### src/rtl/uart_stream_gen.sv
// uart_stream_gen
//   Byte-stream generator feeding a uart_send-style transmitter. It emits
//   ASCII ramps (saturating or wrapping), a constant byte, or LFSR bytes.
//   Output comes in finite bursts or as a continuous stream. An optional
//   idle gap follows each byte, and a watchdog covers the transmitter
//   handshake.
//
// Ports
//   CLK         in   1       clock
//   RST         in   1       synchronous, active-high reset
//   EN          in   1       start/continue request (level)
//   MODE        in   2       0 ramp-hold, 1 ramp-wrap, 2 const, 3 LFSR
//   BURST_LEN   in   CNT_W   bytes per burst, 0 = continuous while EN=1
//   TX_IDLE     in   1       transmitter idle
//   TX_DATA     out  DATA_W  byte presented to the transmitter
//   TX_VALID    out  1       one-cycle send strobe
//   BUSY        out  1       high whenever a burst is in progress
//   DONE        out  1       one-cycle pulse when a finite burst completes
//   ERR         out  1       sticky handshake timeout flag
//   SENT_COUNT  out  CNT_W   bytes strobed in the current/last burst (saturating)

module uart_stream_gen #(
  parameter int                DATA_W      = 8,
  parameter logic [DATA_W-1:0] START_CHAR  = 8'h30,
  parameter logic [DATA_W-1:0] END_CHAR    = 8'h39,
  parameter int                GAP_CYCLES  = 0,
  parameter int                CNT_W       = 16,
  parameter int                ACK_TIMEOUT = 15
) (
  input  logic              CLK,
  input  logic              RST,
  input  logic              EN,
  input  logic [1:0]        MODE,
  input  logic [CNT_W-1:0]  BURST_LEN,
  input  logic              TX_IDLE,
  output logic [DATA_W-1:0] TX_DATA,
  output logic              TX_VALID,
  output logic              BUSY,
  output logic              DONE,
  output logic              ERR,
  output logic [CNT_W-1:0]  SENT_COUNT
);

  typedef enum logic [2:0] {
    S_IDLE,
    S_ISSUE,
    S_WAIT_LO,
    S_WAIT_HI,
    S_GAP
  } state_t;

  // A zero seed would lock the LFSR at zero, so substitute 1.
  localparam logic [DATA_W-1:0] LFSR_SEED = (START_CHAR == '0) ? DATA_W'(1) : START_CHAR;

  localparam int TMO_W = (ACK_TIMEOUT > 1) ? $clog2(ACK_TIMEOUT) : 1;
  localparam logic [TMO_W-1:0] TMO_LAST = TMO_W'(ACK_TIMEOUT - 1);
  localparam int GAP_W = (GAP_CYCLES > 1) ? $clog2(GAP_CYCLES) : 1;
  localparam logic [GAP_W-1:0] GAP_LAST = GAP_W'((GAP_CYCLES > 0) ? GAP_CYCLES - 1 : 0);

  state_t             state;
  logic [1:0]         mode_q;
  logic [CNT_W-1:0]   burst_len_q;
  logic [TMO_W-1:0]   tmo_cnt;
  logic [GAP_W-1:0]   gap_cnt;

  logic [DATA_W-1:0]  next_byte;
  logic [DATA_W-1:0]  lfsr_next;
  logic               at_boundary;
  logic               burst_done;

  // Taps on bits 5,4,3 with shift-left into bit 0. If the shifted value
  // ever becomes zero, it is reloaded from the seed, so zero is never emitted.
  always_comb begin
    lfsr_next = {TX_DATA[DATA_W-2:0], TX_DATA[5] ^ TX_DATA[4] ^ TX_DATA[3]};
    next_byte = START_CHAR;
    case (mode_q)
      2'd0:    next_byte = (TX_DATA >= END_CHAR) ? TX_DATA : TX_DATA + 1'b1;
      2'd1:    next_byte = (TX_DATA >= END_CHAR) ? START_CHAR : TX_DATA + 1'b1;
      2'd2:    next_byte = START_CHAR;
      default: next_byte = (lfsr_next == '0) ? LFSR_SEED : lfsr_next;
    endcase
  end

  // The byte boundary is the moment the transmitter has gone idle again and
  // any gap has elapsed. With no gap configured, this occurs directly in S_WAIT_HI.
  always_comb begin
    at_boundary = ((state == S_WAIT_HI) && TX_IDLE && (GAP_CYCLES == 0)) ||
                  ((state == S_GAP) && (gap_cnt == GAP_LAST));
    burst_done  = (burst_len_q != '0) && (SENT_COUNT == burst_len_q);
  end

  always_ff @(posedge CLK) begin
    if (RST) begin
      state       <= S_IDLE;
      TX_DATA     <= START_CHAR;
      TX_VALID    <= 1'b0;
      BUSY        <= 1'b0;
      DONE        <= 1'b0;
      ERR         <= 1'b0;
      SENT_COUNT  <= '0;
      mode_q      <= 2'd0;
      burst_len_q <= '0;
      tmo_cnt     <= '0;
      gap_cnt     <= '0;
    end else begin
      TX_VALID <= 1'b0;
      DONE     <= 1'b0;
      if (at_boundary) begin
        if (burst_done) begin
          DONE  <= 1'b1;
          BUSY  <= 1'b0;
          state <= S_IDLE;
        end else if (!EN) begin
          BUSY  <= 1'b0;
          state <= S_IDLE;
        end else begin
          TX_DATA <= next_byte;
          state   <= S_ISSUE;
        end
      end else begin
        case (state)
          S_IDLE: begin
            if (EN) begin
              mode_q      <= MODE;
              burst_len_q <= BURST_LEN;
              TX_DATA     <= (MODE == 2'd3) ? LFSR_SEED : START_CHAR;
              SENT_COUNT  <= '0;
              ERR         <= 1'b0;
              BUSY        <= 1'b1;
              state       <= S_ISSUE;
            end
          end
          S_ISSUE: begin
            if (TX_IDLE) begin
              TX_VALID <= 1'b1;
              if (SENT_COUNT != '1) SENT_COUNT <= SENT_COUNT + 1'b1;
              tmo_cnt  <= '0;
              state    <= S_WAIT_LO;
            end
          end
          S_WAIT_LO: begin
            if (!TX_IDLE) begin
              state <= S_WAIT_HI;
            end else if (tmo_cnt == TMO_LAST) begin
              ERR   <= 1'b1;
              BUSY  <= 1'b0;
              state <= S_IDLE;
            end else begin
              tmo_cnt <= tmo_cnt + 1'b1;
            end
          end
          // Only reached with a nonzero gap; the zero-gap case leaves via at_boundary.
          S_WAIT_HI: begin
            if (TX_IDLE) begin
              gap_cnt <= '0;
              state   <= S_GAP;
            end
          end
          S_GAP: gap_cnt <= gap_cnt + 1'b1;
          default: begin
            BUSY  <= 1'b0;
            state <= S_IDLE;
          end
        endcase
      end
    end
  end

endmodule

### config.mk
export PLATFORM = sky130hd
export DESIGN_NAME = uart_stream_gen
export DESIGN_NICKNAME = d
export VERILOG_FILES = /design/src/rtl/uart_stream_gen.sv
export SDC_FILE = /design/constraint.sdc
export NUM_CORES = 1
export LEC_CHECK = 0
export CAP_MARGIN = 20
export CORE_MARGIN = 2
export CORE_UTILIZATION = 52
export CTS_CLUSTER_SIZE = 16
export DETAILED_ROUTE_END_ITERATION = 12
export PLACE_DENSITY_LB_ADDON = 0.3
export SYNTH_ARGS = -nofsm -noshare
export SYNTH_HDL_FRONTEND = slang
export SYNTH_SLANG_ARGS = --single-unit
### constraint.sdc
create_clock -name CLK -period 2.5 [get_ports CLK]
set_clock_uncertainty 0.1 [all_clocks]
set_input_delay 0.25 -clock CLK [delete_from_list [all_inputs] [get_ports CLK]]
set_output_delay 0.25 -clock CLK [all_outputs]
set_load 0.02 [all_outputs]
* Word-level counts from Yosys, hierarchy flattened
Index checks and enable logic that the tools add are counted.
** Storage, ports and cells
- Bits in registers :: 54
- Output and inout bits :: 28
- Word-level logic and storage cells :: 113
** Operators by class
- Add/subtract/negate cells :: 4
- Magnitude comparators :: 1
- Equality and inequality tests :: 27
- Muxes and demuxes :: 41
- Bitwise operators :: 5
- Reduce and logical (&&, ||, !) cells :: 24
** Operators by type and width (count)
- $mux 8 :: 8
- $mux 16 :: 3
- $pmux 16 s2 :: 1
- $reduce_and 5->1 :: 5
- $pmux 8 s3 :: 1
- $mux 3 :: 6
- $ne 2x2->1 const B :: 9
- $ne 3x3->1 const B :: 6
- $add 16x1->16 const B :: 1
- $eq 16x16->1 :: 1
- $ne 16x16->1 const B :: 1
- $reduce_bool 16->1 :: 1
- $pmux 3 s5 :: 1
- $mux 1 :: 14
- $mux 4 :: 3
- $reduce_bool 2->1 :: 5
- $add 8x1->8 const B :: 1
- $ge 8x6->1 const B :: 1
- $logic_not 8->1 :: 1
- $pmux 4 s2 :: 1
- $eq 3x2->1 const B :: 2
- $reduce_and 3->1 :: 2
- $reduce_or 3->1 :: 2
- $add 4x1->4 const B :: 1
- 19 further kinds :: 25

* Depth between registers and ports, before layout
Gate-level depths: netlist (run 1).
- Word-level depth :: 8
- Depth in mapped cells :: 8

* Least setup slack after synthesis (run 1)
No wires, ideal clock.
- Path type :: register to register
- From :: register TX_DATA[1]
- To :: register TX_DATA[5]
- Arrival time :: 2.211 ns
- Data required time :: 2.283 ns
- Setup slack :: 0.072 ns
- Cell stages (with the launch flop) :: 9
- Path buffers :: 0
- Cell sequence :: dfxtp_1 > inv_1 > ha_1 > or3b_1 > a311o_1 > a21o_1 > o32ai_1 > nand4_1 > a2bb2oi_1
** On the way
- Word-level cells in the longest chain between the ends :: 6
** Ends and longest elaborated chain
- start, declared :: line 36 : output logic [DATA_W-1:0] TX_DATA,
- start signal, assigned :: line 117 : TX_DATA <= next_byte;
- start signal, assigned :: line 126 : TX_DATA <= (MODE == 2'd3) ? LFSR_SEED : START_CHAR;
- $add 8x1->8 (tied with other cells) :: line 77, 78
- $mux 8 (on tied branches) :: line 78, 77, 80
- $pmux 8 s3 :: line 76 : case (mode_q)
- $mux 8 :: line 113 : end else if (!EN) begin
- $mux 8 :: line 109 : if (burst_done) begin
- $mux 8 :: line 108 : if (at_boundary) begin
Parallel ways exist; a longest one is shown, timed or not. The select of a mux whose other input is x is not followed.
A chain may end at the register's enable or synchronous reset.

* Worst setup path in the final report (run 1)
- From :: register TX_DATA[1]
- To :: register TX_DATA[4]
Same word-level chain as after synthesis.

==> results of run 1 <==
[routing by layer]
metal	routed length, µm	part of all wire	up-vias
met5	0	0	-
met4	67	0.0099	0
met3	392	0.058	10
met2	3170	0.47	90
met1	3170	0.47	1249
li1	-	-	1320
[per-stage QoR]
stage	util	std cells	setup TNS (ns)
floorplan	-	343	0
global placement	0.661	460	0
detailed placement	0.661	460	0
CTS	0.682	468	0
global route	0.685	468	-0.00435
finish	0.685	468	0
[final cells by class]
class                      instances  area, µm²
timing repair buffer              60        573
clock inverter                     2       37.5
fill                             428       1630
tap                               70       87.6
clock buffer                       6       72.6
sequential                        54       1080
inverter                           8       30.0
multi-input combinational        268       1660
[flip-flops by register name, indices dropped and copies added, names as in the netlist, 2 cells and up]
register,flops
SENT_COUNT,16
tmo_cnt,4
TX_DATA,8
mode_q,2
burst_len_q,16
state,3
[repair_timing]
action / CTS / global route
endpoints found under the setup margin: 0 / 7
resized for setup: 0 / 2
endpoints found under the hold margin: 0 / 0
[path summary, 6_finish.rpt]
| kind | to | slack, ns | cells past startpoint | startpoint |
|---|---|---|---|---|
| hold / removal | gap_cnt$_SDFFE_PP0P_ | 0.37 | 2 | gap_cnt$_SDFFE_PP0P_ |
| setup reg to reg | TX_DATA[4]$_SDFFE_PP1P_ | 0.07 | 8 | TX_DATA[1]$_SDFFE_PP0P_ |
| hold reg to reg | gap_cnt$_SDFFE_PP0P_ | 0.37 | 2 | gap_cnt$_SDFFE_PP0P_ |
| setup / recovery | TX_DATA[4]$_SDFFE_PP1P_ | 0.07 | 8 | TX_DATA[1]$_SDFFE_PP0P_ |
[cells in the final DEF (no fill, tap or decap), types with 3 or more instances in the layout]
cell type and instances:
inv_1 8, nand3_1 9, a21o_1 4, a21oi_1 32
o2bb2ai_1 4, xor2_1 16, nor2b_1 7, or4_1 3
nand2_1 54, clkbuf_8 5, nor4_1 7, and3_1 3
nor3_1 6, xnor2_1 18, or3_1 4, nand2b_1 3
buf_4 11, nand4_1 11, o21ai_0 4, ha_1 7
clkdlybuf4s50_1 49, dfxtp_1 54, nor2_1 36
[where the power goes]
part | total (mW) | internal [mW] | switching, mW
registers | 0.962 | 0.911 | 0.0513
logic | 0.465 | 0.200 | 0.265
clock network | 0.589 | 0.299 | 0.290
[cell usage after synthesis, types with 2 or more instances]
master      n  share of area
inv_1       8          0.011
a211oi_1    2         0.0053
nand2_1    54          0.072
o21ai_0     4         0.0071
dfxtp_1    54           0.39
nor3_1      6          0.011
nand2b_1    3         0.0067
a21oi_1    32          0.057
mux2i_1     2         0.0071
or4_1       3         0.0080
nor4_4      2          0.015
and3_1      3         0.0067
xnor2_1    18          0.056
or3b_1      2         0.0062
a21o_1      4          0.011
or3_1       4         0.0089
nor2b_1     7          0.016
buf_1       2         0.0027
xor2_1     16          0.050
nand3_1     9          0.016
a22oi_1     2         0.0053
nor4_1      7          0.016
clkbuf_1   10          0.013
o21a_1      2         0.0053
a311oi_1    2         0.0062
o22ai_1     2         0.0045
nor2_1     36          0.048
o2bb2ai_1   4          0.012
ha_1        7          0.031
a31oi_1     2         0.0045
nand4_1    11          0.025
[worst max-delay path: stages (launching register included)]
cell and delay [ns]:
dfxtp_1 0.35, inv_1 0.08, ha_1 0.17, or3b_1 0.38, a311o_1 0.38, a21oi_1 0.38
o21ai_0 0.18, o21a_1 0.15, o32a_1 0.16
[cell families (layout without fill, tap and decap cells)]
family	count (synthesis)	in the layout	share of synthesized area
AO/OA/AOI/OAI	71	71	0.166
XOR/XNOR	34	34	0.106
adder cells (fa/ha/maj)	7	7	0.0312
buffers and inverters	21	76	0.0285
flip-flops	54	54	0.385
multiplexers	2	2	0.00713
AND/OR/NAND/NOR	154	154	0.276
==> flow_summary_export.csv, run 1 <==
group,metric,value,unit
synth,ys.flop_type,"dfxtp_1",
floorplanning,rows,26,
clock_network,cts_tree,"yes",
clock_network,cts_setup_buffers,0,
floorplanning,ioPinCount,50,
sta,finalCritPeriodShare,0.973,
clock_network,clkLatencyLatePin,0.31,ns
cells_and_area,nNetsFinal,426,
synth,synth_warnings,0,
detailed_routing,ant_nets,0,
sta,fmax,0.411,GHz
grt,busiest_layer,"met2",
clock_network,clkSlewWorstSetupHoldPaths,0.09,ns
detailed_routing,dr.pass1.iters,5,
cells_and_area,drive_gt1_frac,0.0678,
place,placed_area,3420,µm²
grt,grt_use_met1,0.321,
min_path,min_path_type,"flop to flop",
floorplanning,die_area,6000,µm²
setup_path,critPathKind,"flop to flop",
clock_network,cts_root_buf,"clkbuf_8",
sta,slew_headroom,0.596,
clock_network,ctsHoldBuffers,0,
grt,overflow,0,
grt,grt_max_degree,28,
clock_network,cts.htree.levels,2,
place,dp_hpwl,4.89,mm
clock_network,cts_num_sinks,54,
sta,fin_ws,0.0675,ns
pwr,leakage,1.27,nW
setup_path,worstPathArrival,2.54,ns
synth,avgSynthCellArea,8.18,µm²
setup_path,worstPathMaxFanout,4,
sta,final.min_clock_period,2.43,ns
synth,synth.net_count,372,
setup_path,cp-end-kind,"flop",
synth,synth-seq-area-share,0.385,
detailed_routing,viasPerCell,5.70,
clock_network,clock_path_buffers,2,
sta,final_hold_viol_count,0,
place,post-place-ws,0.0725,ns
grt,grt_pass1_wl,11.5,mm
grt,use_met3,0.0488,
pwr,power,2.02,mW
floorplanning,die_h,77.5,µm
floorplanning,die_x,77.5,µm
detailed_routing,drc,0,
synth,postSynth.asyncResetShare,0,
cells_and_area,fin_area,3540,µm²
grt,first_global_vias,2347,
pwr,powerDensity,570,nW/µm²
place,gp_congestion,0.899,
pwr,ir_worst_vdd,0.422,mV
place,port_buffers,49,
status,status,"finished clean",
setup_path,start_kind,"flop",
sta,finalMaxSlewViolations,0,
detailed_routing,wl_per_cell,14.5,µm
synth,synth_cells,343,
detailed_routing,vias,2669,
grt,antenna_found_initial,0,
run,drv_cap,0,
grt,grt_use_total,0.236,
grt,grt_use_met2,0.381,
sta,setup_violations,0,
synth,ys_types,54,
detailed_routing,drtIter0Drc,187,
floorplanning,start_util,0.543,
sta,rsz0062_at_grt,"true",
cells_and_area,antenna_cells,0,
detailed_routing,drt_wl_total,6.80,mm
synth,synth_area,2810,µm²
sta,holdWs,0.374,ns
floorplanning,core_area,5170,µm²
synth,synth-edff-count,0,
synth,synth-seq-cells,54,
sta,tightest_slew,0.606,ns
setup_path,required,2.61,ns
cells_and_area,area_growth_syn_to_layout,26.2,%
clock_network,cts_buffers,5,
Note: power is estimated with default switching activity, not from simulation.
==> inputs of run 2 (changes only) <==
--- a/config.mk
+++ b/config.mk
@@ -10,6 +10,7 @@
 export CORE_UTILIZATION = 52
 export CTS_CLUSTER_SIZE = 16
 export DETAILED_ROUTE_END_ITERATION = 12
+export GPL_ROUTABILITY_DRIVEN = 1
 export PLACE_DENSITY_LB_ADDON = 0.3
 export SYNTH_ARGS = -nofsm -noshare
 export SYNTH_HDL_FRONTEND = slang
==> results of run 2 <==
Same layout as run 1: the final DEF is identical, and so are final timing and power.
==> inputs of run 3 (changes only) <==
--- a/config.mk
+++ b/config.mk
@@ -5,13 +5,14 @@
 export SDC_FILE = /design/constraint.sdc
 export NUM_CORES = 1
 export LEC_CHECK = 0
-export CAP_MARGIN = 20
+export CAP_MARGIN = 10
 export CORE_MARGIN = 2
 export CORE_UTILIZATION = 52
 export CTS_CLUSTER_SIZE = 16
 export DETAILED_ROUTE_END_ITERATION = 12
 export GPL_ROUTABILITY_DRIVEN = 1
 export PLACE_DENSITY_LB_ADDON = 0.3
+export RECOVER_POWER = 100
 export SYNTH_ARGS = -nofsm -noshare
 export SYNTH_HDL_FRONTEND = slang
 export SYNTH_SLANG_ARGS = --single-unit
==> constraint.sdc (replaced) <==
create_clock -name CLK -period 2.5 [get_ports CLK]
set_clock_uncertainty 0.1 [all_clocks]
set_input_delay 0.25 -clock CLK [delete_from_list [all_inputs] [get_ports CLK]]
set_output_delay 0.25 -clock CLK [all_outputs]
set_load 0.005 [all_outputs]
==> flow_summary_export.csv, run 3 (synthesized netlist as in run 1, its figures left out) <==
group,metric,value,unit
setup_path,required,2.61,ns
detailed_routing,drtIter0Drc,199,
pwr,leakage,1.33,nW
grt,use_met3,0.0488,
place,port_buffers,49,
cells_and_area,antenna_cells,0,
floorplanning,rows,26,
floorplanning,die_x,77.5,µm
setup_path,crit_chain,"inv_1 -> ha_1 -> or3b_1 -> a311o_1 -> a21oi_1 -> o21ai_0 -> o21a_1 -> o32a_1",
detailed_routing,wl_per_cell,14.4,µm
detailed_routing,drt_wl_total,6.75,mm
min_path,min_to,"burst_len_q[3]$_SDFFE_PP0P_",
setup_path,critical-path-max-stage-delay,0.38,ns
sta,finalCritPeriodShare,0.971,
sta,finalMaxSlewViolations,0,
floorplanning,die_h,77.5,µm
sta,fmax,0.412,GHz
grt,first_global_vias,2347,
setup_path,critPathLaunch,"TX_DATA[1]$_SDFFE_PP0P_",
clock_network,cts.htree.levels,2,
clock_network,cts_root_buf,"clkbuf_8",
sta,holdWs,0.371,ns
floorplanning,ioPinCount,50,
setup_path,critPathSlowestCell,"or3b_1",
clock_network,clkSlewWorstSetupHoldPaths,0.09,ns
detailed_routing,dr.pass1.iters,5,
min_path,whs_path_depth,3,
setup_path,cpLargestDelayFamily,"compound AO/OA/AOI/OAI gates",
sta,final_hold_viol_count,0,
sta,slew_headroom,0.482,
grt,grt_use_met1,0.321,
status,status,"finished clean",
clock_network,ctsHoldBuffers,0,
cells_and_area,nNetsFinal,426,
grt,antenna_found_initial,0,
grt,grt_use_total,0.236,
cells_and_area,final_cell_mix,"dfxtp_1, nand2_1, nor2_1, a21oi_1, clkdlybuf4s50_1",
pwr,ir_worst_vdd,0.421,mV
clock_network,clkLatencyLatePin,0.32,ns
sta,setup_violations,0,
setup_path,start_kind,"flop",
setup_path,worstPathArrival,2.54,ns
grt,grt_max_degree,28,
sta,final.min_clock_period,2.43,ns
setup_path,timing.rr.end,"TX_DATA[4]$_SDFFE_PP1P_",
cells_and_area,area_growth_syn_to_layout,25.0,%
setup_path,critPathKind,"flop to flop",
setup_path,crit_buf_inv,1,
setup_path,rr_worst_depth,8,
clock_network,cts_buffers,5,
min_path,hp-start,"BURST_LEN[3]",
min_path,min_path_type,"input pin to flop",
setup_path,cp-end-kind,"flop",
detailed_routing,drc,0,
grt,grt_pass1_wl,11.5,mm
clock_network,cts_tree,"yes",
clock_network,cts_num_sinks,54,
grt,busiest_layer,"met2",
pwr,power,1.99,mW
cells_and_area,nFillCells,437,
detailed_routing,ant_nets,0,
grt,grt_use_met2,0.381,
setup_path,worstPathMaxFanout,4,
sta,rsz0062_at_grt,"true",
floorplanning,start_util,0.543,
cells_and_area,fin_util,0.678,
sta,tightest_slew,0.771,ns
place,dp_hpwl,4.89,mm
detailed_routing,vias,2701,
floorplanning,die_area,6000,µm²
cells_and_area,largestRegisters,"SENT_COUNT: 16 flops, burst_len_q: 16 flops, TX_DATA: 8 flops",
cells_and_area,drive_gt1_frac,0.0528,
pwr,powerDensity,567,nW/µm²
run,drv_cap,0,
setup_path,cp.depth,8,
setup_path,r2r_slack,0.07,ns
setup_path,r2r-start,"TX_DATA[1]$_SDFFE_PP0P_",
place,gp_congestion,0.899,
floorplanning,core_area,5170,µm²
detailed_routing,viasPerCell,5.77,
clock_network,clock_path_buffers,2,
grt,overflow,0,
-- run 3: timing repair --
item,4_1_cts,5_1_grt
setup endpoints to repair,0,7
gates resized for setup,0,2
buffers inserted,0,0
-- run 3: layout make-up --
type                            instances  area, µm²  area share
Multi-Input combinational cell        268       1650       0.469
Tap cell                               70       87.6      0.0250
Clock inverter                          2       37.5      0.0107
Sequential cell                        54       1080       0.308
Timing Repair Buffer                   60        554       0.158
Clock buffer                            6       72.6      0.0207
Inverter                                8       30.0     0.00856
-- run 3: worst max-delay path by stage --
stage                                  end  slack (ns)
6_report           TX_DATA[4]$_SDFFE_PP1P_        0.07
5_1_grt            TX_DATA[4]$_SDFFE_PP1P_      -0.004
4_1_cts            TX_DATA[5]$_SDFFE_PP1P_        0.07
3_5_place_dp   SENT_COUNT[12]$_SDFFE_PP0P_        0.07
3_3_place_gp   SENT_COUNT[12]$_SDFFE_PP0P_        0.14
2_1_floorplan      TX_DATA[5]$_SDFFE_PP1P_        0.20
-- run 3: per-layer routing --
metal  vias up  part of all wire
li1       1321                 -
met1      1257              0.46
met2       108              0.46
met3        15             0.066
met4         0             0.012
met5         -                 0
-- run 3: worst register-to-register path, cell delays in order, from the launching register on --
cell	delay, ns
dfxtp_1	0.35
inv_1	0.08
ha_1	0.17
or3b_1	0.38
a311o_1	0.38
a21oi_1	0.37
o21ai_0	0.18
o21a_1	0.15
o32a_1	0.16
-- run 3: where the power goes --
part,total (mW),internal [mW],switching [mW]
Combinational,0.441,0.189,0.252
Sequential,0.961,0.911,0.0502
Clock,0.588,0.299,0.289
-- run 3: stage by stage --
step | instances | worst slack [ns] | setup TNS [ns] | cell area (µm²)
2_1_floorplan | 343 | 0.205 | 0 | 2810
3_3_place_gp | 460 | 0.136 | 0 | 3420
3_5_place_dp | 460 | 0.0725 | 0 | 3420
4_1_cts | 468 | 0.0685 | 0 | 3530
5_1_grt | 468 | -0.00435 | -0.00435 | 3510
6_report | 468 | 0.0721 | 0 | 3510
